===== config.mk =====
export PLATFORM = sky130hd
export DESIGN_NAME = mux8_rr_sched
export DESIGN_NICKNAME = d
export VERILOG_FILES = /design/src/rtl/mux8_rr_sched.sv
export SDC_FILE = /design/constraint.sdc
export NUM_CORES = 1
export LEC_CHECK = 0
export CELL_PAD_IN_SITES_DETAIL_PLACEMENT = 0
export CELL_PAD_IN_SITES_GLOBAL_PLACEMENT = 1
export CORE_UTILIZATION = 43
export CTS_BUF_LIST = sky130_fd_sc_hd__clkbuf_8
export DETAILED_ROUTE_END_ITERATION = 10
export GPL_TIMING_DRIVEN = 0
export PLACE_DENSITY = 0.88
export SETUP_SLACK_MARGIN = 0.05
export SYNTH_ARGS = -nofsm -noshare
export SYNTH_HDL_FRONTEND = slang
export SYNTH_SLANG_ARGS = --single-unit

===== constraint.sdc =====
create_clock -name clk -period 5.35 [get_ports clk]
set_clock_uncertainty 0.15 [all_clocks]
set_input_delay 0.535 -clock clk [delete_from_list [all_inputs] [get_ports clk]]
set_output_delay 0.535 -clock clk [all_outputs]
set_load 0.05 [all_outputs]

===== src/rtl/mux8_rr_sched.sv =====
// mux8_rr_sched: round-robin scheduler owning the select lines of an 8:1 bit mux.
// Grants persist while the owner keeps requesting, but are cut after MAX_HOLD
// cycles when another requester is waiting. y returns the selected data bit.
module mux8_rr_sched #(
    parameter int MAX_HOLD = 4
) (
    input  logic       clk,
    input  logic       rst_n,
    input  logic [7:0] req,
    input  logic [7:0] d,
    output logic [2:0] sel,
    output logic [7:0] gnt,
    output logic       gnt_valid,
    output logic       y
);

    localparam logic [3:0] HOLD_LIMIT = 4'(MAX_HOLD - 1);

    typedef enum logic {
        IDLE,
        GRANT
    } state_t;

    state_t     state, state_nxt;
    logic [2:0] ptr, ptr_nxt;
    logic [3:0] hcnt, hcnt_nxt;
    logic [2:0] sel_nxt;
    logic [7:0] gnt_nxt;
    logic       gnt_valid_nxt;

    logic [7:0] owner_mask;
    logic       others;
    logic       release_now;
    logic [7:0] arb_mask;
    logic [2:0] arb_start;
    logic [3:0] pick;

    // Returns {found, index} of the first set bit of mask scanning start, start+1, ... mod 8.
    function automatic logic [3:0] rr_pick(input logic [7:0] mask, input logic [2:0] start);
        logic [3:0] res;
        logic [2:0] idx;
        res = 4'b0000;
        for (int k = 7; k >= 0; k--) begin
            idx = start + 3'(k);
            if (mask[idx]) begin
                res = {1'b1, idx};
            end
        end
        return res;
    endfunction

    assign owner_mask  = 8'b0000_0001 << sel;
    assign others      = |(req & ~owner_mask);
    assign release_now = !req[sel] || ((hcnt >= HOLD_LIMIT) && others);
    assign pick        = rr_pick(arb_mask, arb_start);

    // Choose which requesters are eligible and where the round-robin scan begins.
    always_comb begin
        arb_mask  = req;
        arb_start = ptr;
        if (state == GRANT) begin
            arb_mask  = (req & ~owner_mask) | ((req[sel] && !others) ? owner_mask : 8'h00);
            arb_start = sel + 3'd1;
        end
    end

    // Next-state logic: start, hold, hand over or drop the grant.
    always_comb begin
        state_nxt     = state;
        ptr_nxt       = ptr;
        hcnt_nxt      = hcnt;
        sel_nxt       = sel;
        gnt_nxt       = gnt;
        gnt_valid_nxt = gnt_valid;
        case (state)
            IDLE: begin
                if (pick[3]) begin
                    state_nxt     = GRANT;
                    sel_nxt       = pick[2:0];
                    gnt_nxt       = 8'b0000_0001 << pick[2:0];
                    gnt_valid_nxt = 1'b1;
                    ptr_nxt       = pick[2:0] + 3'd1;
                    hcnt_nxt      = 4'd0;
                end
            end
            GRANT: begin
                if (!release_now) begin
                    hcnt_nxt = (hcnt == 4'd15) ? 4'd15 : hcnt + 4'd1;
                end else if (pick[3]) begin
                    sel_nxt  = pick[2:0];
                    gnt_nxt  = 8'b0000_0001 << pick[2:0];
                    ptr_nxt  = pick[2:0] + 3'd1;
                    hcnt_nxt = 4'd0;
                end else begin
                    state_nxt     = IDLE;
                    gnt_nxt       = 8'h00;
                    gnt_valid_nxt = 1'b0;
                    hcnt_nxt      = 4'd0;
                end
            end
            default: begin
                state_nxt     = IDLE;
                gnt_nxt       = 8'h00;
                gnt_valid_nxt = 1'b0;
            end
        endcase
    end

    // State and output registers with synchronous active-low reset.
    always_ff @(posedge clk) begin
        if (!rst_n) begin
            state     <= IDLE;
            ptr       <= 3'd0;
            hcnt      <= 4'd0;
            sel       <= 3'd0;
            gnt       <= 8'h00;
            gnt_valid <= 1'b0;
        end else begin
            state     <= state_nxt;
            ptr       <= ptr_nxt;
            hcnt      <= hcnt_nxt;
            sel       <= sel_nxt;
            gnt       <= gnt_nxt;
            gnt_valid <= gnt_valid_nxt;
        end
    end

    // Data path: selected bit, forced low when no grant is active.
    always_comb begin
        y = gnt_valid & d[sel];
    end

endmodule

==> run_results.csv <==
group,metric,value,unit
yosys,synth_cells,348,
pwr,switchingPower,1.02,mW
global_routing,grt_overflow,0,
clocking,postCtsHoldBufs,0,
route,routed_wl,8040,um
layout,nNetsFinal,415,
clocking,h-tree-depth,1,
route,drc,0,
yosys,synth_seq_cells,20,
pwr,internal_power,839,uW
yosys,synthFlopType,"dfxtp_1",
route,wire_per_inst,17.6,um
yosys,synth_seq_area_share,15.2,%
min_path,hold_depth,2,
clocking,clk_latency,0.27,ns
run_status,outcome,"complete, no violations",
yosys,synth_cell_type_count,75,
clocking,cts_tree,"done",
route,vias,2902,
sta,fin_crit_sh,90.0,%
worst_setup_path,crit_type,"reg -> reg",
sta,finalMaxSlewViolations,0,
worst_setup_path,reg2reg_to,"ptr[2]",
layout,n_fill_cell,599,
job,drv_cap,0,
route,drt_iter0_markers,299,
sta,tightestPinTransition,0.823,ns
route,dr.pass1.iters,5,
pwr,p_leak,1.21,nW
floorplanning,rows,28,
global_routing,grt_max_degree,12,
yosys,syn_nets,380,
floorplanning,die_y,80.2,um
yosys,yosysMostFrequentCell,"nand2_1",
pwr,vdd_drop_max,0.325,mV
yosys,avgSynthCellArea,7.56,sq um
yosys,yosysTopAreaCellShare,15.2,%
clocking,clkTransAtPathRegs,0.07,ns
layout,drive_gt1_share,11.8,%
yosys,synthesis.area,2630,sq um
worst_setup_path,required,5.36,ns
layout,syn2layout_area_growth,17.1,%
floorplanning,die_area,6430,sq um
pwr,clkPwrFrac,6.4,%
global_routing,gr-usage-all-layers,26.7,%
sta,rsz0062_at_grt,"false",
placed_design,place_hpwl,6160,um
yosys,synthArstFlopShare,0,%
placed_design,portBuffers,30,
yosys,yosysTopAreaCell,"dfxtp_1",
floorplanning,ios,31,
layout,n_antenna_cell,0,
global_routing,grt_pass1_wl,13400,um
min_path,min-delay-start,"gnt[2]",
pwr,power_frac_comb,81.6,%
worst_setup_path,r2r-start,"sel[1]",
worst_setup_path,rrSetupSlack,0.53,ns
sta,final.min_clock_period,4.82,ns
clocking,clockRootBuffer,"clkbuf_8",
pwr,seqPwrFrac,12.0,%
pwr,powerDensity,603,nW/um^2
clocking,cts_resized,0,
pwr,p_sw_share,54.9,%
floorplanning,start_util,44.4,%
worst_setup_path,worstSetupStartpointType,"flip-flop",
placed_design,dp.cells,453,
worst_setup_path,path_max_fanout,10,
clocking,postCtsSetupBuffers,0,
yosys,synth_edf_count,0,
layout,final_cells,457,
route,antenna_left,0,
placed_design,gp_congestion,0.919,
worst_setup_path,r2r_cells,16,
min_path,hold_class,"reg -> reg",
worst_setup_path,crit_path_end_kind,"flip-flop",
clocking,cts_buffers,3,
min_path,hold_end,"gnt[2]",
yosys,yosysWarnings,0,
route,routed_via_density,6.35,
floorplanning,die_w,80.2,um
clocking,cts_buffer_depth,2,
sta,finalHoldViolations,0,
yosys,synth_area_leaders,"dfxtp_1 (15%), ha_1 (6.7%), nand2_1 (5.9%), mux4_2 (5.1%), mux2i_1 (4.6%)",
floorplanning,fp.coreArea,5920,sq um
clocking,cts.sink_count,20,
global_routing,grt_pass1_vias,2700,
sta,slew_headroom,44.7,%
worst_setup_path,worstPathArrival,4.83,ns
sta,setup_viol,0,
sta,setup_tns,0,ns
yosys,synth_common_cells,"nand2_1 (41), nor2_1 (26), a21oi_1 (23)",
sta,max_freq,208,MHz
global_routing,antenna_found_initial,0,
## layer usage
layer,vias up,wire (um),global-route usage (%)
met5,-,0,0
met4,0,219,8.93
met1,1350,3750,36.3
met2,130,3590,43.8
li1,1396,-,-
met3,26,491,2.39
## placed cells by master, fill, tap and decap left out, drive strengths merged, types with 9 or more instances in the layout
| cell type | instances |
|---|---|
| a211oi | 9 |
| a21oi | 23 |
| a31oi | 9 |
| buf | 10 |
| clkbuf | 13 |
| clkdlybuf4s50 | 30 |
| dfxtp | 20 |
| ha | 14 |
| inv | 17 |
| mux2i | 13 |
| nand2 | 43 |
| nand3 | 12 |
| nor2 | 28 |
| nor2b | 11 |
| o21ai | 24 |
## registers in the layout, indices dropped and copies added, names as in the netlist
register,flops
ptr,3
state,1
gnt,8
sel,3
hcnt,4
gnt_valid,1
## final cells by class
| class | count | area, sq um | share of cell area (%) |
|---|---|---|---|
| tap | 75 | 93.8 | 3.05 |
| inverter | 17 | 63.8 | 2.07 |
| clock buffer | 4 | 55.1 | 1.79 |
| multi-input combinational | 292 | 2070 | 67.2 |
| timing repair buffer | 30 | 300 | 9.75 |
| sequential | 20 | 400 | 13.0 |
| buffer | 19 | 95.1 | 3.09 |
## kinds of logic after synthesis
logic type / share of synthesized area (%)
fa+ha+maj: 6.66
buf+inv: 6.04
simple gates: 24.6
compound gates: 34.8
flops: 15.2
mux: 12.3
xor+xnor: 0.333
## stage by stage
| step | worst slack [ns] | hold WS [ns] | area [sq um] | total power, mW | utilization [%] |
|---|---|---|---|---|---|
| floorplan | 0.933 | 0.318 | 2630 | 1.36 | - |
| finish | 0.534 | 0.309 | 3080 | 1.86 | 52.0 |
| CTS | 0.547 | 0.313 | 3080 | 1.84 | 52.0 |
| detailed placement | 0.587 | 0.292 | 3020 | 1.71 | 51.1 |
| global route | 0.196 | 0.345 | 3080 | 2.01 | 52.0 |
| global placement | 0.627 | 0.294 | 3020 | 1.70 | 51.1 |
## power by group through the flow
stage	registers (mW)	logic [mW]	clock network (mW)
global route	0.228	1.66	0.126
global placement	0.224	1.47	0
detailed placement	0.225	1.48	0
CTS	0.223	1.49	0.119
floorplan	0.303	1.06	0
finish	0.223	1.52	0.119
## worst max-delay path, stage by stage, from the launching register on
cell,delay [ns]
dfxtp_1,0.55
inv_1,0.11
ha_1,0.31
mux2_2,0.35
clkbuf_1,0.30
ha_1,0.34
xnor2_1,0.68
inv_1,0.24
nand2_1,0.13
o221ai_1,0.19
and3b_4,0.26
o21a_1,0.21
nor3_4,0.27
nor2_1,0.11
ha_1,0.29
nand2_1,0.06
o211a_1,0.15
## worst max path at each step
| stage | start | end | slack [ns] | depth (start not counted) |
|---|---|---|---|---|
| 2_1_floorplan | sel[0] | ptr[2] | 0.93 | 15 |
| 3_3_place_gp | sel[1] | ptr[2] | 0.63 | 16 |
| 3_5_place_dp | sel[1] | ptr[2] | 0.59 | 16 |
| 4_1_cts | sel[1] | ptr[2] | 0.55 | 16 |
| 5_1_grt | sel[1] | ptr[2] | 0.20 | 16 |
| 6_report | sel[1] | ptr[2] | 0.53 | 16 |
Note: power is estimated with default switching activity, not from simulation.
